`src/rtl/ntt_bu_sched.sv`:
```
// ntt_bu_sched: stage/address scheduler for one 256-point Kyber NTT / iNTT.
// Issues one butterfly read per cycle, carries each butterfly's addresses
// through RD_LAT + BU_LAT cycles, then presents write-back addresses.
// Optional macro NTT_SCHED_STALL_EN adds stall_i, which pauses issue only.
module ntt_bu_sched #(
  parameter int BU_LAT = 7,
  parameter int RD_LAT = 1,
  parameter int ADDR_W = 8
) (
  input  logic              clk_i,
  input  logic              rst_i,
  input  logic              start_i,
  input  logic              mode_i,
`ifdef NTT_SCHED_STALL_EN
  input  logic              stall_i,
`endif
  output logic              busy_o,
  output logic              done_o,
  output logic              is_ntt_o,
  output logic              rd_en_o,
  output logic [ADDR_W-1:0] rd_addr_a_o,
  output logic [ADDR_W-1:0] rd_addr_b_o,
  output logic [6:0]        zeta_addr_o,
  output logic              wr_en_o,
  output logic [ADDR_W-1:0] wr_addr_a_o,
  output logic [ADDR_W-1:0] wr_addr_b_o
);

  // Handshake: none. start_i is a one-cycle pulse sampled only in IDLE;
  // rd_en_o / wr_en_o are strobes the datapath must act on in that cycle.

  localparam int L = RD_LAT + BU_LAT;  // must be >= 3
  localparam logic [ADDR_W-1:0] LEN_MAX = ADDR_W'(1 << (ADDR_W - 1));
  localparam logic [ADDR_W-1:0] LEN_MIN = ADDR_W'(2);
  localparam logic [ADDR_W-1:0] ONE_A   = ADDR_W'(1);
  localparam logic [ADDR_W-2:0] CNT_MAX = '1;
  localparam logic [2:0]        LAST_STAGE = 3'(ADDR_W - 2);

  typedef enum logic [1:0] {S_IDLE, S_ISSUE, S_DRAIN, S_DONE} state_t;

  state_t            r_state;
  logic              r_mode;
  logic              r_busy;
  logic              r_done;
  logic [2:0]        r_stage;
  logic [ADDR_W-1:0] r_len;
  logic [ADDR_W-1:0] r_start;
  logic [ADDR_W-1:0] r_off;
  logic [ADDR_W-2:0] r_cnt;
  logic [6:0]        r_k;
  logic              r_rd_en;
  logic [ADDR_W-1:0] r_rd_a;
  logic [ADDR_W-1:0] r_rd_b;
  logic [6:0]        r_zeta;
  logic [L-1:0]      r_pv;
  logic [ADDR_W-1:0] r_pa [L];
  logic [ADDR_W-1:0] r_pb [L];

  logic              w_stall;
  logic              w_inflight;
  logic [ADDR_W-1:0] w_j;
  logic              w_grp_end;

`ifdef NTT_SCHED_STALL_EN
  assign w_stall = stall_i;
`else
  assign w_stall = 1'b0;
`endif

  assign w_j       = r_start + r_off;
  assign w_grp_end = (r_off == (r_len - ONE_A));

  // DRAIN may leave in the cycle the stage's last write shifts into the
  // output register, so the next stage's first read follows that write
  // by exactly one cycle.
  assign w_inflight = r_rd_en | (|r_pv[L-3:0]);

  // Control FSM, issue counters and registered read-side outputs.
  always_ff @(posedge clk_i or posedge rst_i) begin
    if (rst_i) begin
      r_state <= S_IDLE;
      r_mode  <= 1'b0;
      r_busy  <= 1'b0;
      r_done  <= 1'b0;
      r_stage <= '0;
      r_len   <= '0;
      r_start <= '0;
      r_off   <= '0;
      r_cnt   <= '0;
      r_k     <= '0;
      r_rd_en <= 1'b0;
      r_rd_a  <= '0;
      r_rd_b  <= '0;
      r_zeta  <= '0;
    end else begin
      r_busy  <= (r_state != S_IDLE);
      r_done  <= (r_state == S_DONE);
      r_rd_en <= 1'b0;
      case (r_state)
        S_IDLE: begin
          if (start_i) begin
            r_mode  <= mode_i;
            r_stage <= '0;
            r_len   <= mode_i ? LEN_MAX : LEN_MIN;
            r_start <= '0;
            r_off   <= '0;
            r_cnt   <= '0;
            r_k     <= mode_i ? 7'd1 : 7'd127;
            r_state <= S_ISSUE;
          end
        end
        S_ISSUE: begin
          if (!w_stall) begin
            r_rd_en <= 1'b1;
            r_rd_a  <= w_j;
            r_rd_b  <= w_j + r_len;
            r_zeta  <= r_k;
            // The last group of a stage ends at 256, so r_start wraps to 0.
            if (w_grp_end) begin
              r_off   <= '0;
              r_start <= r_start + (r_len << 1);
              r_k     <= r_mode ? (r_k + 7'd1) : (r_k - 7'd1);
            end else begin
              r_off   <= r_off + ONE_A;
            end
            r_cnt <= r_cnt + (ADDR_W-1)'(1);
            if (r_cnt == CNT_MAX) begin
              r_len   <= r_mode ? (r_len >> 1) : (r_len << 1);
              r_state <= S_DRAIN;
            end
          end
        end
        S_DRAIN: begin
          if (!w_inflight) begin
            if (r_stage == LAST_STAGE) begin
              r_state <= S_DONE;
            end else begin
              r_stage <= r_stage + 3'd1;
              r_state <= S_ISSUE;
            end
          end
        end
        S_DONE:  r_state <= S_IDLE;
        default: r_state <= S_IDLE;
      endcase
    end
  end

  // Tag pipeline: each issued butterfly re-emerges as a write L cycles later.
  always_ff @(posedge clk_i or posedge rst_i) begin
    if (rst_i) begin
      r_pv <= '0;
      for (int i = 0; i < L; i++) begin
        r_pa[i] <= '0;
        r_pb[i] <= '0;
      end
    end else begin
      r_pv    <= {r_pv[L-2:0], r_rd_en};
      r_pa[0] <= r_rd_a;
      r_pb[0] <= r_rd_b;
      for (int i = 1; i < L; i++) begin
        r_pa[i] <= r_pa[i-1];
        r_pb[i] <= r_pb[i-1];
      end
    end
  end

  assign busy_o      = r_busy;
  assign done_o      = r_done;
  assign is_ntt_o    = r_mode;
  assign rd_en_o     = r_rd_en;
  assign rd_addr_a_o = r_rd_a;
  assign rd_addr_b_o = r_rd_b;
  assign zeta_addr_o = r_zeta;
  assign wr_en_o     = r_pv[L-1];
  assign wr_addr_a_o = r_pa[L-1];
  assign wr_addr_b_o = r_pb[L-1];

endmodule

```
`config.mk`:
```
export PLATFORM = sky130hd
export DESIGN_NAME = ntt_bu_sched
export DESIGN_NICKNAME = d
export VERILOG_FILES = /design/src/rtl/ntt_bu_sched.sv
export SDC_FILE = /design/constraint.sdc
export NUM_CORES = 1
export LEC_CHECK = 0
export CORE_MARGIN = 5
export CORE_UTILIZATION = 45
export CTS_CLUSTER_SIZE = 12
export DETAILED_ROUTE_END_ITERATION = 7
export HOLD_SLACK_MARGIN = 0.03
export PLACE_DENSITY = 0.77
export SLEW_MARGIN = 10
export SYNTH_ARGS = -nofsm -noshare
export SYNTH_HDL_FRONTEND = slang
export SYNTH_SLANG_ARGS = --single-unit
```
`constraint.sdc`:
```
create_clock -name clk_i -period 6.6 [get_ports clk_i]
set_input_delay 0.66 -clock clk_i [delete_from_list [all_inputs] [get_ports clk_i]]
set_output_delay 0.66 -clock clk_i [all_outputs]
set_load 0.05 [all_outputs]
```
Word-level counts from Yosys, hierarchy flattened
Index checks and enable logic that the tools add are counted.
Cells by class
  equality and inequality tests: 11
  mux-type cells: 27
  bitwise gates (word level): 1
  reductions and logical operators: 11
  $add $sub $neg: 9
Operators by type and width (count)
  $mux W8: 7
  $pmux W8 S2: 3
  $mux W7: 5
  $pmux W7 S2: 2
  $add A8 B8 Y8: 3
  $add A7 B1 Y7 const B: 2
  $ne A2 B2 Y1 const B: 5
  $mux W3: 3
  $reduce_and A3 Y1: 3
  $add A8 B1 Y8 const B: 1
  $eq A8 B8 Y1: 1
  $mux W2: 4
  $pmux W2 S4: 1
  $sub A8 B1 Y8 const B: 1
  $eq A7 B7 Y1 const B: 1
  $sub A7 B1 Y7 const B: 1
  $pmux W3 S2: 1
  $reduce_bool A2 Y1: 3
  $reduce_or A6 Y1: 1
  $eq A2 B2 Y1 const B: 2
  $reduce_and A2 Y1: 2
  $reduce_and A4 Y1: 1
  $add A3 B1 Y3 const B: 1
  $eq A3 B3 Y1 const B: 1
  other kinds (4): 4
Storage, ports and cells
  bits in registers: 206
  logic and storage cells: 90

Depth between registers and ports, before layout
Gate-level depths: netlist of the first run.
  word-level depth: 4
  gate-level depth with buffers: 13
  mapped depth without buffers: 13

Worst setup path after synthesis of the first run
No wires, ideal clock.
  kind: register to register
  from: register r_mode, in the netlist is_ntt_o
  to: register r_k[6]
  arrival time: 2658 ps
  data required time: 6473 ps
  buffers on the path: 1
  path slack: 3816 ps
  cell stages (with the launch flop): 10
  clock period less this slack: 2784 ps
  library setup time: 127 ps
  path through: dfrtp_1 -> clkbuf_1 -> inv_1 -> fa_1 -> a211oi_1 -> o21bai_1 -> a21oi_1 -> mux2i_1 -> o21a_1 -> o21ai_1
Between the ends
  cells in the longest elaborated chain, start to end: 3
RTL lines
  start, declared: line 42  | logic r_mode;
  start signal, assigned: line 102  | r_mode <= mode_i;
  $mux W7: line 122  | r_k <= r_mode ? (r_k + 7'd1) : (r_k - 7'd1);
  $mux W7: line 119  | if (w_grp_end) begin
  $pmux W7 S2: line 99  | case (r_state)
  end signal, assigned: line 108  | r_k <= mode_i ? 7'd1 : 7'd127;
  end signal, assigned: line 122
  end, declared: line 50  | logic [6:0] r_k;
No other way between the ends. The select of a mux whose other input is x is not followed.
A chain may end at the register's enable or synchronous reset.

Final worst setup path of the first run
  from: register r_off[2]
  to: register r_rd_b[7], in the netlist rd_addr_b_o[7]
Between the ends
  cells in the longest elaborated chain, start to end: 2
RTL lines
  start, declared: line 48  | logic [ADDR_W-1:0] r_off;
  start signal, assigned: line 124  | r_off <= r_off + ONE_A;
  $add A8 B8 Y8: line 70  | assign w_j = r_start + r_off;
  net w_j[6]: line 61  | logic [ADDR_W-1:0] w_j;
  $add A8 B8 Y8: line 116  | r_rd_b <= w_j + r_len;
  end signal, assigned: line 116
  end, declared: line 53  | logic [ADDR_W-1:0] r_rd_b;
The timed path passes the listed nets, and every way through them passes these cells.

==> results of run 1 <==
==> power breakdown <==
part	internal (µW)	leakage [µW]	switching, µW
Clock	663	0.000313	455
Sequential	1260	0.00234	0
Combinational	2.40	0.00133	23.2
Total	1920	0.00399	478
==> metrics by stage <==
step                      cells   util  instance area (µm²)  total power [µW]
after floorplan             604      -                 7810              1300
after global placement      839  0.484                 8310              1310
after detailed placement    839  0.484                 8310              1310
after CTS                   870  0.522                 8960              2440
after global routing        870  0.522                 8960              2490
final                       870  0.522                 8960              2400
==> state kept, by name, indices dropped and copies added (netlist names) <==
name,count
busy_o,1
rd_en_o,1
wr_addr_b_o,8
wr_addr_a_o,8
rd_addr_b_o,8
done_o,1
r_pb,56
rd_addr_a_o,8
r_len,8
zeta_addr_o,7
r_k,7
r_off,8
r_cnt,7
r_pa,56
r_start,7
r_state,2
r_pv,8
r_stage,3
is_ntt_o,1
==> layout make-up <==
class / count / area (µm²)
tap: 225 / 282
clock buffer: 26 / 586
inverter: 14 / 60.1
timing repair buffer: 49 / 485
fill: 1408 / 8210
sequential: 205 / 5130
multi-input combinational: 346 / 2360
clock inverter: 5 / 66.3
==> cell usage in the layout (no fill, tap or decap), drive strengths merged, types with 14 or more instances in the layout <==
cell,n
a21oi,18
clkbuf,26
clkdlybuf4s50,47
dfrtp,205
ha,29
inv,14
nand2,86
nand3,17
nor2,22
o21ai,41
xnor2,15
xor2,15
==> worst min path at each step <==
stage          startpoint        to  slack (ps)  depth (start not counted)
6_report         r_pa[62]  r_pa[54]         340                          0
5_1_grt          r_pa[44]  r_pa[36]         350                          0
4_1_cts          r_pa[44]  r_pa[36]         340                          0
3_5_place_dp     r_pa[26]  r_pa[18]         330                          0
3_3_place_gp     r_pb[23]  r_pb[15]         330                          0
2_1_floorplan    r_pa[18]  r_pa[10]         330                          0
==> per-layer routing <==
layer / vias to the layer above / track usage
met1: 2303 / 0.184
met2: 109 / 0.245
met3: 36 / 0.0246
met4: 0 / 0.0419
li1: 2102 / -
met5: - / 0
==> kinds of logic (layout without fill, tap and decap cells) <==
kind of cell    Yosys count  in the layout  share of synthesized area
flops                   205            205                      0.657
simple gates            159            159                     0.0948
compound gates          107            107                     0.0910
buf+inv                  53             94                     0.0418
fa+ha+maj                32             32                     0.0541
xor+xnor                 30             30                     0.0336
mux                      18             18                     0.0280
==> critical path, stage by stage, from the launching register on <==
cell and delay (ps):
sky130_fd_sc_hd__dfrtp_1 470, sky130_fd_sc_hd__ha_1 370, sky130_fd_sc_hd__a211oi_1 260, sky130_fd_sc_hd__nor2_1 100, sky130_fd_sc_hd__or2_1 240, sky130_fd_sc_hd__a21oi_1 180
sky130_fd_sc_hd__xnor2_1 100, sky130_fd_sc_hd__ha_1 220, sky130_fd_sc_hd__o41ai_1 410, sky130_fd_sc_hd__xnor2_1 190, sky130_fd_sc_hd__xnor2_1 150, sky130_fd_sc_hd__o21ai_1 70
==> flow_results.org, run 1 <==
** Worst setup path
- Worst path required time :: 6960 ps
- Type of element capturing the critical path :: flip-flop
- Worst R2R Start :: r_off[2]
- The worst setup path is launched from a flip-flop.
- Across all register-to-register paths, the minimum setup slack is approximately 3700 ps.
- The critical path starts at r_off[2].
- Worst reg2reg path depth :: 11
- Worst EP arrival :: roughly 3300 ps
- Endpoint of the most critical register-to-register path :: rd_addr_b_o[7]
- The critical path in this run is classified as flip-flop to flip-flop.
- Endpoint of the worst setup timing path :: rd_addr_b_o[7]
- In this run the worst path has a maximum fanout of 8.

** Clocking
- Number of gates given a new drive strength after cts :: 0
- Cts hold-fix bufs :: 0
- After clock tree synthesis, the setup repair step added 0 buffers.
- Clock-pin slew was measured on the worst setup and hold paths at 60 ps.
- TritonCTS created 22 clock buffers.
- CTS sink cnt :: 205
- Maximum count of clock buffers along a single path :: 3
- TritonCTS built the clock tree.
- The clock reaches the later pin of the worst-skew pair after ~500 ps.
- CTS built an H-tree with a depth of 1.
- Buffer cell driving the clock tree root :: sky130_fd_sc_hd__clkbuf_16

** Global route
- The number of global-route vias before repair is roughly 4700.
- Entering global routing, the biggest net connects about 150 pins.
- The first global-routing pass estimated 23500 µm of wire.
- The initial antenna violation count is 0.
- Summed over all layers, the global routing overflow is 0.
- Global router's overall resource usage :: 0.142

** Floorplanning
- Std-Cell Core Area :: 17200 µm²
- In this run the vertical extent of the chip is around 140 µm.
- Standard-cell rows :: 48
- Initial Util :: 0.455
- Die ar. :: around 20000 µm²
- X dimension of the die :: approximately 140 µm
- 48 I/O pins were placed.

** Drt
- Length of the first detailed-routing pass in iterations :: 4
- Violation count after the first detailed-route iteration :: 300
- The detailed router used layers up to and including met4.
- Total wirelength of the detailed-routed design :: around 14000 µm
- Met3 wire length :: 616 µm
- Via total after detailed routing :: 4550
- The detail route stage leaves a number of antenna-violating nets equal to 0.
- Average wire per standard cell :: ~16 µm
- Vias per cell :: between 5 and 6
- The detailed router put a total of about 5700 µm of wire on met1.
- After detailed routing, the number of remaining DRC violations is 0.
- Detailed routing placed a total of between 7000 and 8000 µm of wire on met2.

** Power
- Pwr dens :: 268 nW/µm²
- The worst-case IR drop observed on VDD is about 0.15 mV.
- For this design the static power due to leakage is 0.00399 µW.

** STA
- The max-slew violation total from the final report came to 0.
- Derived from the worst setup path, the maximum achievable clock frequency is around 0.35 GHz.
- The count of endpoints failing hold in the final timing report is 0.
- Setup violations remaining at the end of the flow were counted as 0.
- Unrepaired setup endpoints after global routing :: no
- In the final timing run, aggregate negative setup slack is 0 ps.
- Setup slack on the critical path of the routed design comes to between 3000 and 4000 ps.
- Portion of the clock cycle consumed by the worst path in the final layout :: 0.439
- Minimum hold slack :: ~340 ps
- After layout, the minimum clock period comes to roughly 2900 ps.
- On the final layout, the worst clock skew is ~11 ps.
- The worst pin sits at a relative slew slack of 0.378.
- Measured slew at the worst slew-check pin :: 932 ps

** Synth
- Number of nets produced by synthesis :: 640
- The Yosys step of the flow raised 0 warnings.
- Synthesized instance count :: between 600 and 700
- Avg Cell Area, Syn :: between 10 and 15 µm²
- The most used flip-flop cell after synthesis is sky130_fd_sc_hd__dfrtp_1.
- Cell type with the highest aggregate area in the netlist :: sky130_fd_sc_hd__dfrtp_1
- Area contributors post-synth :: sky130_fd_sc_hd__dfrtp_1 66%, sky130_fd_sc_hd__ha_1 4.6%, sky130_fd_sc_hd__nand2_1 4.1%
- Commonest cells in the netlist :: 205 x sky130_fd_sc_hd__dfrtp_1, 85 x sky130_fd_sc_hd__nand2_1, 29 x sky130_fd_sc_hd__ha_1
- The synthesized design contains 0 enable-type register cells.
- Most instantiated library cell after synthesis :: sky130_fd_sc_hd__dfrtp_1
- For this run, asynchronously set or reset flops after synthesis account for 1.00.
- Register bit count reported by yosys :: between 200 and 250
- Top-area cell type share of the netlist area :: 0.657
- Summed instance area of the synthesized netlist :: 7810 µm²
- Number of distinct library cell variants in the gate-level netlist after synthesis :: 62
- Sequential fraction of the synthesis area :: 0.657

** Layout
- Area growth syn-to-layout :: 14.8%
- Share of layout cells above drive strength 1 :: 0.0822
- After the last flow step, the layout net total stands at ~670.
- Antenna fix cells :: 0

** Flow run
- Across the run, the number of max-cap violations was 0.

** Worst hold path
- Hold WC Path Type :: flip-flop to flip-flop

** Place
- During placement, the flow inserted port buffers numbering 47.
- DP Wirelength :: ~9000 µm
- Post-Place Worst Slack :: 3710 ps
- The congestion estimate from routability-driven global placement came to about 0.9.

** Status
- The flow ran to the end, and the final reports show no timing, DRC or antenna violations.
No activity file was read; power rests on OpenSTA's default activity.
==> run 2, diff against run 1 <==
==> constraint.sdc (replaced) <==
create_clock -name clk_i -period 2.55 [get_ports clk_i]
set_input_delay 0.255 -clock clk_i [delete_from_list [all_inputs] [get_ports clk_i]]
set_output_delay 0.255 -clock clk_i [all_outputs]
set_load 0.05 [all_outputs]
==> run 2 against run 1 <==
  * The flow now finishes with violations (setup timing)
  * Non-clock buffer count rose by 40
  * Critical path depth grew 2
  * Sequential cell count unchanged
  * Die area stayed put
  * Largest cell class unchanged
  * Highest routed layer unchanged
  * Clock power grew to 2.7 times the previous value
  * Sequential power increased to 2.6 times the previous value
  * Wire length grew 8.7%
  * Global-route usage increased by 1.2 points
  * Via count is 3.9% higher
==> flow_results.org, run 2 (synthesis results as in run 1) <==
** Power
- IR analysis of the VDD net gives a maximum drop of around 0.38 mV.
- Summed over all cells, the static leakage comes to 0.00422 µW.
- Cell internal power was estimated by the tool at 5070 µW.
- The share of total power dissipated in combinational logic is 0.014.
- The share of total power dissipated in the clock network is 0.472.
- Sequential power share :: 0.514
- Of the total power, the share spent switching nets is 0.199.
- Power spread over the standard cell area amounts to ~670 nW/µm².
- The analysis attributes to net switching a power of between 1000 and 1500 µW.

** Worst setup path
- The most critical setup path has its startpoint at r_start[2].
- In this run the critical register-to-register path is launched from r_start[2].
- Among all stages on the critical path, the largest delay is contributed by sky130_fd_sc_hd__dfrtp_1.
- Worst EP arrival :: around 3000 ps
- Largest fanout on the critical path :: 2
- Path type of the worst setup path :: flip-flop to flip-flop
- The number of cells on the worst reg-to-reg path is 13.
- STA classifies the critical path endpoint as a flip-flop.
- Endpoint of the most critical register-to-register path :: rd_addr_b_o[7]
- Maximum cell stage delay along the critical path :: between 400 and 500 ps
- At the worst endpoint, the required time is just under 3000 ps.
- STA classifies the critical path startpoint as a flip-flop.
- Cell type with the highest occurrence count on the critical path :: sky130_fd_sc_hd__nor2_1
- Traced cell by cell, the critical path runs through ha_4, a211oi_2, nor2_1, or2_1, a21oi_2, xnor2_2, ha_2, nor2_1, nor2_1, o41ai_2, xnor2_1, xnor2_1, o21ai_1.
- Register-to-register path setup slack :: -80 ps

** Layout
- Total number of nets in the final design :: slightly above 700
- Leaving out filler cells and counting taps, the final layout contains a little over 900.
- In the layout the commonest cells are 205 x sky130_fd_sc_hd__dfrtp_1, 85 x sky130_fd_sc_hd__nand2_1, 47 x sky130_fd_sc_hd__clkdlybuf4s50_1.
- The repair_antennas step left the layout with diodes totalling 0.
- After filler insertion, the fill cell instance count of the layout stands at between 1000 and 1500.
- In the final layout, the share of cells above drive strength 1 is 0.158.
- Summing all non-filler instances in the final layout gives an area of between 9000 and 10000 µm².
- Final core area utilization :: 0.551
- Area growth syn-to-layout :: 21.1%
- Leaving out fill and tap cells, the most frequent cell in the layout is sky130_fd_sc_hd__dfrtp_1.
- Regs by FF count :: r_pa: 56 flops, r_pb: 56 flops

** STA
- For the finished layout, the period the worst path requires is 2630 ps.
- The max-slew violation total from the final report was 0.
- Post-route clock skew :: roughly 10 ps
- Setup ws final :: -81.8 ps
- Measured slew at the worst slew-check pin :: roughly 870 ps
- Unrepaired setup endpoints after global routing :: yes
- In the finished design, the share of the clock period the worst path needs comes to 1.03.
- Final-report hold violation count :: 0
- Setup violations remaining at the end of the flow were counted as 1.
- In this run the tightest slew margin relative to its limit is 0.420.
- Peak clock frequency supported by timing :: 0.380 GHz

** Clocking
- In this run the clock root is driven by a sky130_fd_sc_hd__clkbuf_16.
- Number of buffers created by CTS :: 22
- TritonCTS built the clock tree.
- H-tree depth :: 1
- At the later pin of the worst-skew pair, clock insertion delay measures around 500 ps.
- Clock transition at path regs :: 60 ps
- CTS sink cnt :: between 200 and 250
- In this run, post-CTS hold repair placed 0 buffers.
- Maximum count of clock buffers along a single path :: 3

** Floorplanning
- In this run the vertical extent of the chip is 142 µm.
- Standard-cell rows :: 48
- The region available for standard cell placement spans 17200 µm².
- Measured along the x axis, the die boundary spans between 100 and 150 µm.
- Die ar. :: between 20000 and 25000 µm²
- I/O pin count :: 48
- The initial utilization of the core area, before any placement, comes to 0.455.

** Place
- The congestion estimate from routability-driven global placement came to a little under 0.9.
- Including well taps, the total number of placed cells is 877.
- Summing all placed instances gives a cell area of 8680 µm².
- DP Wirelength :: about 10000 µm
- Post-Place Worst Slack :: -187 ps
- Buffers placed on the I/O ports in this run total 47.

** Drt
- The detail route stage leaves a number of antenna-violating nets equal to 0.
- Via total after detailed routing :: approximately 4700
- Detailed-route DRC error count :: 0
- In the routed layout, each cell is associated on average with a via count of 5.18.
- The first routing iteration left 283 violations.
- Before antenna repair, the detailed router went through 5 iterations.
- In the final routed layout, each cell accounts on average for around 16 µm.
- Total wirelength of the detailed-routed design :: 15000 µm

** Flow run
- Max-cap violations :: 0

** Status
- Violated checks :: setup timing
- The run finished, with violations left.

** Global route
- Antenna violations before repair :: 0
- Global-route wire length before repair :: roughly 25000 µm
- Pin count of the biggest net entering global routing :: 53
- GRT overflow :: 0
- Across every metal layer, demand over resource in global routing totals 0.153.
- The number of global-route vias before repair is 5075.

** Worst hold path
- Hold WC Path Type :: input pin to async pin
==> run 2: stage by stage <==
stage	hold WS (ps)	total power, µW	setup TNS (ps)
4_1_cts	297	6410	-126
3_3_place_gp	332	3400	0
5_1_grt	324	6570	-215
2_1_floorplan	331	3360	-74540
6_report	280	6330	-81.8
3_5_place_dp	335	3410	-723
==> run 2: worst max-delay path by stage <==
stage	to	slack, ps
after floorplan	busy_o	-360
after global placement	rd_addr_b_o[7]	30
after detailed placement	rd_addr_b_o[7]	-190
after CTS	rd_addr_b_o[7]	-130
after global routing	rd_addr_b_o[7]	-210
final	rd_addr_b_o[7]	-80
==> run 2: critical path, delay by kind of cell, from the launching register on <==
| family | cells | cell delay, ps |
|---|---|---|
| adders and majority gates | 2 | 590 |
| and+or+nand+nor | 4 | 530 |
| xor gates and xnor gates | 3 | 420 |
| AOI/OAI and AO/OA | 4 | 560 |
| DFF | 1 | 410 |
==> run 2: power groups by stage <==
stage	combinational, µW	clock, µW	sequential (µW)
floorplan	48.4	0	3310
global placement	90.5	0	3310
detailed placement	94.4	0	3310
CTS	95.1	3060	3250
global route	106	3210	3250
finish	88.8	2980	3250
==> run 2: timing repair <==
item	in CTS	in global routing
buffers inserted	1	1
pin swaps	6	6
gates resized for setup	6	10
endpoints found under the setup margin	9	6
cloned	0	1
hold endpoints to repair	0	0
==> run 2: layout make-up <==
| class | instances | area, µm² | share of cell area |
|---|---|---|---|
| sequential | 205 | 5130 | 0.542 |
| multi-input combinational | 347 | 2470 | 0.261 |
| timing repair buffer | 89 | 848 | 0.0897 |
| clock buffer | 30 | 621 | 0.0656 |
| tap | 225 | 282 | 0.0298 |
| inverter | 14 | 56.3 | 0.00595 |
| clock inverter | 3 | 55.1 | 0.00582 |
==> run 2: metal layers <==
metal / vias up / part of all wire / track usage
li1: 2193 / - / -
met1: 2393 / 0.40 / 0.188
met2: 120 / 0.53 / 0.273
met3: 22 / 0.050 / 0.0313
met4: 0 / 0.015 / 0.0455
met5: - / 0 / 0
==> run 3, diff against run 2 <==
==> constraint.sdc (replaced) <==
create_clock -name clk_i -period 2.55 [get_ports clk_i]
set_input_delay 0.3825 -clock clk_i [delete_from_list [all_inputs] [get_ports clk_i]]
set_output_delay 0.3825 -clock clk_i [all_outputs]
set_load 0.05 [all_outputs]
==> run 3 against run 2 <==
  * The run still ends with setup timing left
  * Utilization up 0.47 points
  * Global-route usage down 0.17 points
  * Final area up 0.86%
  * Sequential cell count unchanged
  * Maximum frequency up 2.0%
  * Worst setup slack better by 52 ps
  * Sequential power about the same
  * Non-clock buffer count up 1
  * Critical path depth unchanged
  * Clock skew up 5.6 ps
  * Critical path type unchanged
  * Critical endpoint unchanged
  * Highest routed layer unchanged
==> flow_results.org, run 3 (synthesis results as in run 1) <==
** Layout
- Share of layout cells above drive strength 1 :: 0.176
- The multi-input combinational cells in the finished layout cover a total of around 2600 µm².
- In the final layout, flip-flops and latches occupy about 5100 µm².
- The largest registers in the layout are r_pa: 56 flops, r_pb: 56 flops.
- Antenna fix cells :: 0
- The finished cells cover around 9500 µm².
- Fill cells in the final layout number around 1400.
- Area growth syn-to-layout :: 22.1%
- At the end of the flow, the number of nets in the layout was between 700 and 800.
- Most frequent cells in the layout :: 205 x sky130_fd_sc_hd__dfrtp_1, 85 x sky130_fd_sc_hd__nand2_1, 47 x sky130_fd_sc_hd__clkdlybuf4s50_1
- Leading cell type in the layout, fill and taps excluded :: sky130_fd_sc_hd__dfrtp_1

** STA
- Final hold analysis gives a worst-case slack of around 340 ps.
- Clock period minus worst slack :: between 2000 and 3000 ps
- Dividing the final minimum period by the clock period gives 1.01.
- Setup violations remaining at the end of the flow were counted as 1.
- Setup total negative slack on the finished layout was measured at -30.2 ps.
- The max-slew violation total from the final report is 0.
- Post-route clock skew :: 16.0 ps
- Final-report hold violation count :: 0
- Unrepaired setup endpoints after global routing :: yes
- Setup ws final :: -30.2 ps
- For the pin with the worst max-slew slack, the measured transition is between 800 and 900 ps.
- Derived from the worst setup path, the maximum achievable clock frequency is between 0.3 and 0.4 GHz.
- Max-Slew Margin vs Limit :: 0.400

** Clocking
- H-tree depth :: 1
- Latest clock arrival within the worst-skew pair :: just under 500 ps
- No sink is reached through more buffers than the 3 on the longest clock path.
- CTS tree :: built
- Counting every sink on the clock net gives a little over 200.
- After clock tree synthesis, the clock-pin slew on the worst setup and hold paths is 60 ps.
- Buffer cell driving the clock tree root :: sky130_fd_sc_hd__clkbuf_16
- Buffers inserted during clock tree synthesis total 22.
- Cts hold-fix bufs :: 0

** Power
- Across the VDD grid, the largest voltage drop is about 0.38 mV.
- Sequential power share :: 0.525
- In this run the static leakage power is ~0.0042 µW.
- Clock network fraction of total power :: 0.460
- Logic gate share of total power :: 0.015
- Psw :: 1210 µW
- Switch share :: 0.196
- In this run the power density over the cells is 650 nW/µm².
- Cell Int Power :: between 4000 and 5000 µW

** Floorplanning
- Initial Util :: 0.455
- The total area inside the core boundary comes to around 17000 µm².
- Die ar. :: roughly 20000 µm²
- Measured along the x axis, the die boundary spans 142 µm.
- I/O pin count :: 48
- The die is about 140 µm tall.
- In this run the core area contains 48 standard-cell rows.

** Global route
- Antenna violations before repair :: 0
- Number of global-route vias before repair :: approximately 5000
- The first global-routing pass estimated about 25000 µm of wire.
- Pin count of the biggest net entering global routing :: 53
- GRT overflow :: 0
- For this run, the total global-route usage over all layers was measured as 0.152.

** Drt
- Top routing layer in use :: met4
- The pre-antenna-repair detailed-routing pass consisted of 5 iterations.
- The routed layout has between 4000 and 5000 vias.
- After detailed routing, the number of remaining DRC violations is 0.
- Dividing the detail-routed wire length by the instance count gives between 15 and 20 µm.
- Violation count after the first detailed-route iteration :: 293
- Metal-1 WL :: just under 6000 µm
- Once detail routing completed, the nets flagged for antenna violations numbered 0.
- Met3 wire length :: roughly 760 µm
- Wires add up to roughly 15000 µm.
- WL met2 :: between 7000 and 8000 µm
- After detailed routing, the number of vias per cell comes to between 5 and 6.

** Worst hold path
- Hold WC Path Type :: flip-flop to flip-flop

** Worst setup path
- Worst Setup Start Kind :: flip-flop
- The critical path is of the flip-flop to flip-flop type.
- Type of element capturing the critical path :: flip-flop
- Largest fanout on the critical path :: 2
- Worst EP arrival :: a little under 3000 ps
- Worst path required time :: ~2900 ps

** Place
- DP Wirelength :: ~10000 µm
- Instance area after placement :: between 8000 and 9000 µm²
- At the end of routability-driven placement, the weighted congestion stood at a little over 0.8.
- Count of input and output buffers :: 47

** Flow run
- Max-cap violations :: 0

** Status
- Violated checks :: setup timing
- Outcome :: complete, but fails checks
## run 3: final timing paths
kind                          start  slack, ps        endpoint  depth (start not counted)
hold / removal             r_pb[26]        340        r_pb[18]                          0
setup / recovery           r_off[2]        -30  rd_addr_b_o[7]                         13
setup reg to reg           r_off[2]        -30  rd_addr_b_o[7]                         13
hold reg to reg            r_pb[26]        340        r_pb[18]                          0
min in group asynchronous     rst_i        360        r_pb[24]                          2
max in group asynchronous     rst_i       1570        r_pb[54]                          3
## run 3: timing repair
| item | in CTS | in global routing |
|---|---|---|
| pin swaps | 3 | 17 |
| cloned | 0 | 1 |
| hold endpoints to repair | 0 | 0 |
| gates resized for setup | 5 | 27 |
| setup buffers | 0 | 4 |
| endpoints found under the setup margin | 10 | 8 |
## run 3: cell type report
| class | count | area share |
|---|---|---|
| clock buffers | 29 | 0.0658 |
| clock inverters | 3 | 0.00197 |
| inverters | 14 | 0.00590 |
| multi-input cells | 347 | 0.268 |
| flip-flops and latches | 205 | 0.538 |
| well taps | 225 | 0.0295 |
| repair buffers | 90 | 0.0910 |
## run 3: power by group through the flow
stage	Combinational, µW	Clock [µW]	Sequential, µW
6_report	92.2	2850	3250
5_1_grt	110	3080	3250
4_1_cts	98.2	2940	3250
3_5_place_dp	97.6	0	3310
3_3_place_gp	94.0	0	3310
2_1_floorplan	48.4	0	3310
## run 3: layer usage
layer,GRT usage,vias to the layer above
met5,0,-
li1,-,2189
met3,0.0286,43
met4,0.0596,0
met1,0.183,2383
met2,0.268,131
## run 3: critical path, stage by stage, from the launching register on
cell and delay (ps):
sky130_fd_sc_hd__dfrtp_1 410, sky130_fd_sc_hd__ha_4 250, sky130_fd_sc_hd__a211oi_2 190, sky130_fd_sc_hd__nor2_1 80, sky130_fd_sc_hd__or2_4 280, sky130_fd_sc_hd__a21oi_4 160, sky130_fd_sc_hd__xnor2_2 170, sky130_fd_sc_hd__ha_4 250
sky130_fd_sc_hd__nor2_2 130, sky130_fd_sc_hd__nor2_2 50, sky130_fd_sc_hd__o41ai_2 50, sky130_fd_sc_hd__xnor2_1 180, sky130_fd_sc_hd__xnor2_1 150, sky130_fd_sc_hd__o21ai_1 80
## run 3: per-stage QoR
step | cells | total power [µW] | setup WS [ps] | utilization
after floorplan | 604 | 3360 | -491 | -
after global placement | 876 | 3410 | 11.3 | 0.505
after detailed placement | 876 | 3410 | -171 | 0.505
after CTS | 908 | 6290 | -149 | 0.545
after global routing | 913 | 6450 | -150 | 0.555
final | 913 | 6200 | -30.2 | 0.555
==> edit 1, RTL diff (flow settings as in run 2) <==
Set the parameter `RD_LAT` to 2 (it was 1).
--- a/src/rtl/ntt_bu_sched.sv
+++ b/src/rtl/ntt_bu_sched.sv
@@ -6,3 +6,3 @@
   parameter int BU_LAT = 7,
-  parameter int RD_LAT = 1,
+  parameter int RD_LAT = 2,
   parameter int ADDR_W = 8
Check against the original RTL: no difference found for any inputs over 10 cycles, from zero or initial values and one cycle with rst_i high; that may be too few to reach the edited logic, so the function may still have changed.
==> edit 1 against run 2 <==
The flow still finishes with violations (setup timing); cell count increased by 2.6%; sequential cell count increased by 17; routed wire length decreased by 2.2%; die area increased by 2.9%; design area increased by 3.8%; maximum frequency decreased by 2.1%; worst setup slack got worse by 0.057 ns; synthesized area increased by 3.1%; critical path type unchanged.
Power is not compared: it rests on default switching activity, and its combinational part moved more than twofold at a synthesized area within 25%.
==> edit 1: results (changes against run 2) <==
post-synthesis mux area share: 0.02113 (-0.006899)
adder and majority cell fraction of the synthesized area: 0.05251 (-0.001623)
top cells by area, synth: dfrtp_1 69%, ha_1 4.5%, nand2_1 4.2%
Met3 Wirelength: 732 um (-2.9%)
syn nets: 650 (+1.6%)
Detailed Routing Iterations Pass 1: 4 (-1)
FF+latch count, synth: 222 (+8.3%)
Synth cell types: 54 (-13%)
Layout Skew: 0.01759 ns (+0.007120 ns)
met1 Use GR: 0.1771 (-0.01105)
DP Area: 9016 um^2 (+3.9%)
CLK BUF: 32 (+6.7%)
failing checks: setup timing
multi-input gate share of the layout cell area: 0.2399 (-0.02082)
nonclk inv count: 18 (+4)
Non-Clock Buffer Count: 95 (+6.7%)
#MultiIn Comb: 339 (-2.3%)
fraction of area in registers: 0.5657 (+0.02335)
number of fill cells: 1414 (+0.71%)
# setup viols final: 1 (unchanged)
layout cells sized above 1: 0.1511 (-0.007300)
wire per inst: 15.65 um (-4.7%)
Final nets: 735 (+2.8%)
status: finished with violations
number of buffers created by CTS: 23 (+4.5%)
fin worst setup slack: -0.1385 ns (-0.05665 ns)
## edit 1: cell count changes in the layout (fill, tap and decap cells not counted), moves of 5 or more
| cell | delta |
|---|---|
| dfrtp_1 | +17 |
| nand2b_1 | -6 |
| o21ai_0 | +12 |
| inv_1 | +5 |
| nor3_1 | +9 |
| xor2_1 | -5 |
| nand2_1 | +6 |
| mux2_4 | -6 |
| o21ai_1 | -28 |
| nand3_1 | -7 |
## edit 1: worst max-delay path, stage by stage, from the launching register on
cell and delay, ns:
dfrtp_1 0.41, ha_4 0.27, a21oi_4 0.13, nand2b_4 0.17, a21boi_4 0.07, a21oi_2 0.19
ha_4 0.25, nand3_1 0.08, o211ai_1 0.14, o21ai_2 0.17, nand2b_1 0.09, a21oi_2 0.13
xnor3_1 0.21, mux2_4 0.26
==> edit 2, RTL diff (flow settings as in run 2) <==
Without the edit above. Take the reset off `r_pv` and load it in a clocked block of its own.
--- a/src/rtl/ntt_bu_sched.sv
+++ b/src/rtl/ntt_bu_sched.sv
@@ -151,3 +151,2 @@
     if (rst_i) begin
-      r_pv <= '0;
       for (int i = 0; i < L; i++) begin
@@ -157,3 +156,2 @@
     end else begin
-      r_pv    <= {r_pv[L-2:0], r_rd_en};
       r_pa[0] <= r_rd_a;
@@ -165,2 +163,6 @@
     end
+  end
+
+  always_ff @(posedge clk_i) begin
+    r_pv <= {r_pv[L-2:0], r_rd_en};
   end
Check against the original RTL: no difference found for any inputs over 10 cycles, from zero or initial values and one cycle with rst_i high; that may be too few to reach the edited logic, so the function may still have changed.
==> edit 2 against run 2 <==
Synthesized area shrank 0.51%; sequential cell count is the same; routed wire length shrank 2.3%; critical path depth is the same; power shrank 0.69%; count of clock-buffer cells in the layout grew 1; first-iteration DRC count shrank 7.4%; design area shrank 0.95%; worst setup slack gained 0.10 ns; synthesized cell count is the same; critical path type unchanged; critical endpoint unchanged.
==> edit 2: results (changes against run 2) <==
worst slack at placement: -0.1102 ns (+0.07669 ns)
vias in the first global route: 4962 (-2.2%)
Port Buffers: 47 (unchanged)
Root Buffer: clkbuf_16
routed length on met2: 7639 um (-4.0%)
number of buffers created by CTS: 22 (unchanged)
Critical Path AT: 2.88 ns (-0.11 ns)
clk slew on worst S/H paths: 0.06 ns (about the same)
GP Congestion: 0.8278 (-5.1%)
post-layout min period: 2.532 ns (-0.1001 ns)
class of the worst hold path: in -> async
initial antenna violation count: 0 (unchanged)
first-pass GRT wire length: 24720 um (-2.0%)
WL met1: 5942 um (-1.9%)
ant diodes: 0 (unchanged)
syn nets: 640 (unchanged)
Synth cell types: 63 (+1.6%)
top cells by area, synth: dfrtp_1 63%, ha_1 4.7%, nand2_1 4.1%
leakage: 0.004189 uW (-0.71%)
sequential area share after synthesis: 0.6549 (-0.001769)
Detailed Routing Iterations Pass 1: 4 (-1)
crit-path max FO: 2 (unchanged)
share of flip-flops with an asynchronous set or reset: 0.9610 (-0.03902)
Detail Placement HPWL: 9811 um (-2.6%)
via count: 4695 (-0.70%)
GRT Overall Usage: 0.1511 (-0.002146)
Met3 Wirelength: 783 um (+3.8%)
Top Layer Used: met4
Layout Skew: 0.01016 ns (-0.0003045 ns)
layout cells sized above 1: 0.1533 (-0.005146)
pin count of the biggest net entering global routing: 79 (+49%)
wire per inst: 16.10 um (-2.0%)
# H-tree levels: 1 (unchanged)
DRT iter0 DRCs: 262 (-7.4%)
peak supply drop: 354.0 uV (-7.0%)
top cells by count, synth: 197 x dfrtp_1, 85 x nand2_1, 29 x ha_1
final instance area: 9368 um^2 (-0.95%)
depth of the most critical reg-to-reg path: 13 (unchanged)
DP Area: 8569 um^2 (-1.2%)
Final nets: 711 (-0.56%)
number of fill cells: 1396 (-0.57%)
status: finished, final reports clean
Skew-Pair Late Insertion Delay: 0.49 ns
relative slew slack: 0.4474 (+0.02730)
Synthesis Warnings: 0 (unchanged)
CTS Buffer Depth: 3 (unchanged)
Largest regs: r_pa (56), r_pb (56)
==> edit 2: worst max-delay path, cell delays in order (launching register included) <==
cell and delay, ns:
dfrtp_1 0.41, ha_4 0.26, a211oi_2 0.16, nor2_1 0.07, or2_1 0.25, a21oi_2 0.20
xnor2_2 0.13, ha_4 0.30, nor2_4 0.03, nor2_2 0.10, o41ai_2 0.08, xnor2_1 0.19
xnor2_1 0.14, o21ai_1 0.07
==> edit 2: cell families after synthesis <==
kind of cell / after synthesis / synth area share
DFF: 205 / 0.6549
and+or+nand+nor: 159 / 0.09530
AOI/OAI and AO/OA: 107 / 0.09144
buffers and inverters: 53 / 0.04202
adders and majority gates: 32 / 0.05441
xor gates and xnor gates: 30 / 0.03381
muxes: 18 / 0.02817
==> edit 2: final cells by class <==
class,instances,area share
Sequential cell,205,0.5433
Multi-Input combinational cell,347,0.2647
Timing Repair Buffer,85,0.08334
Inverter,14,0.006010
Tap cell,225,0.03005
Clock inverter,3,0.004675
Clock buffer,31,0.06785
==> edit 2: path summary, 6_finish.rpt <==
path	start	endpoint	slack [ns]
worst max register to register	r_off[2]	rd_addr_b_o[7]	0.02
worst max-delay path	r_off[2]	rd_addr_b_o[7]	0.02
max in group asynchronous	rst_i	r_pa[62]	1.66
worst min-delay path	rst_i	r_pa[52]	0.16
worst min register to register	r_pv[6]	r_pv[7]	0.33
min in group clk_i	r_pv[6]	r_pv[7]	0.33
==> edit 2: layer usage <==
layer | up-vias | track usage
met3 | 27 | 0.02865
li1 | 2185 | -
met4 | 0 | 0.04293
met1 | 2360 | 0.1895
met5 | - | 0
met2 | 123 | 0.2684
==> edit 2: metrics by stage <==
stage | hold slack, ns | instances | power [uW]
2_1_floorplan | 0.3096 | 604 | 3359
3_3_place_gp | 0.3139 | 873 | 3387
3_5_place_dp | 0.3135 | 873 | 3389
4_1_cts | 0.1708 | 907 | 6380
5_1_grt | 0.2004 | 910 | 6544
6_report | 0.1649 | 910 | 6284
==> edit 2: where the power goes <==
| group | switching [uW] | internal, uW | total [uW] |
|---|---|---|---|
| Sequential | 0 | 3250 | 3250 |
| Clock | 1140 | 1820 | 2960 |
| Combinational | 59.7 | 13.2 | 72.9 |
==> edit 2: timing repair <==
item | in CTS | in global routing
setup endpoints to repair | 9 | 11
gates cloned | 0 | 1
gates resized for setup | 5 | 13
buffers inserted | 0 | 2
pin swaps | 4 | 14
hold endpoints to repair | 0 | 0
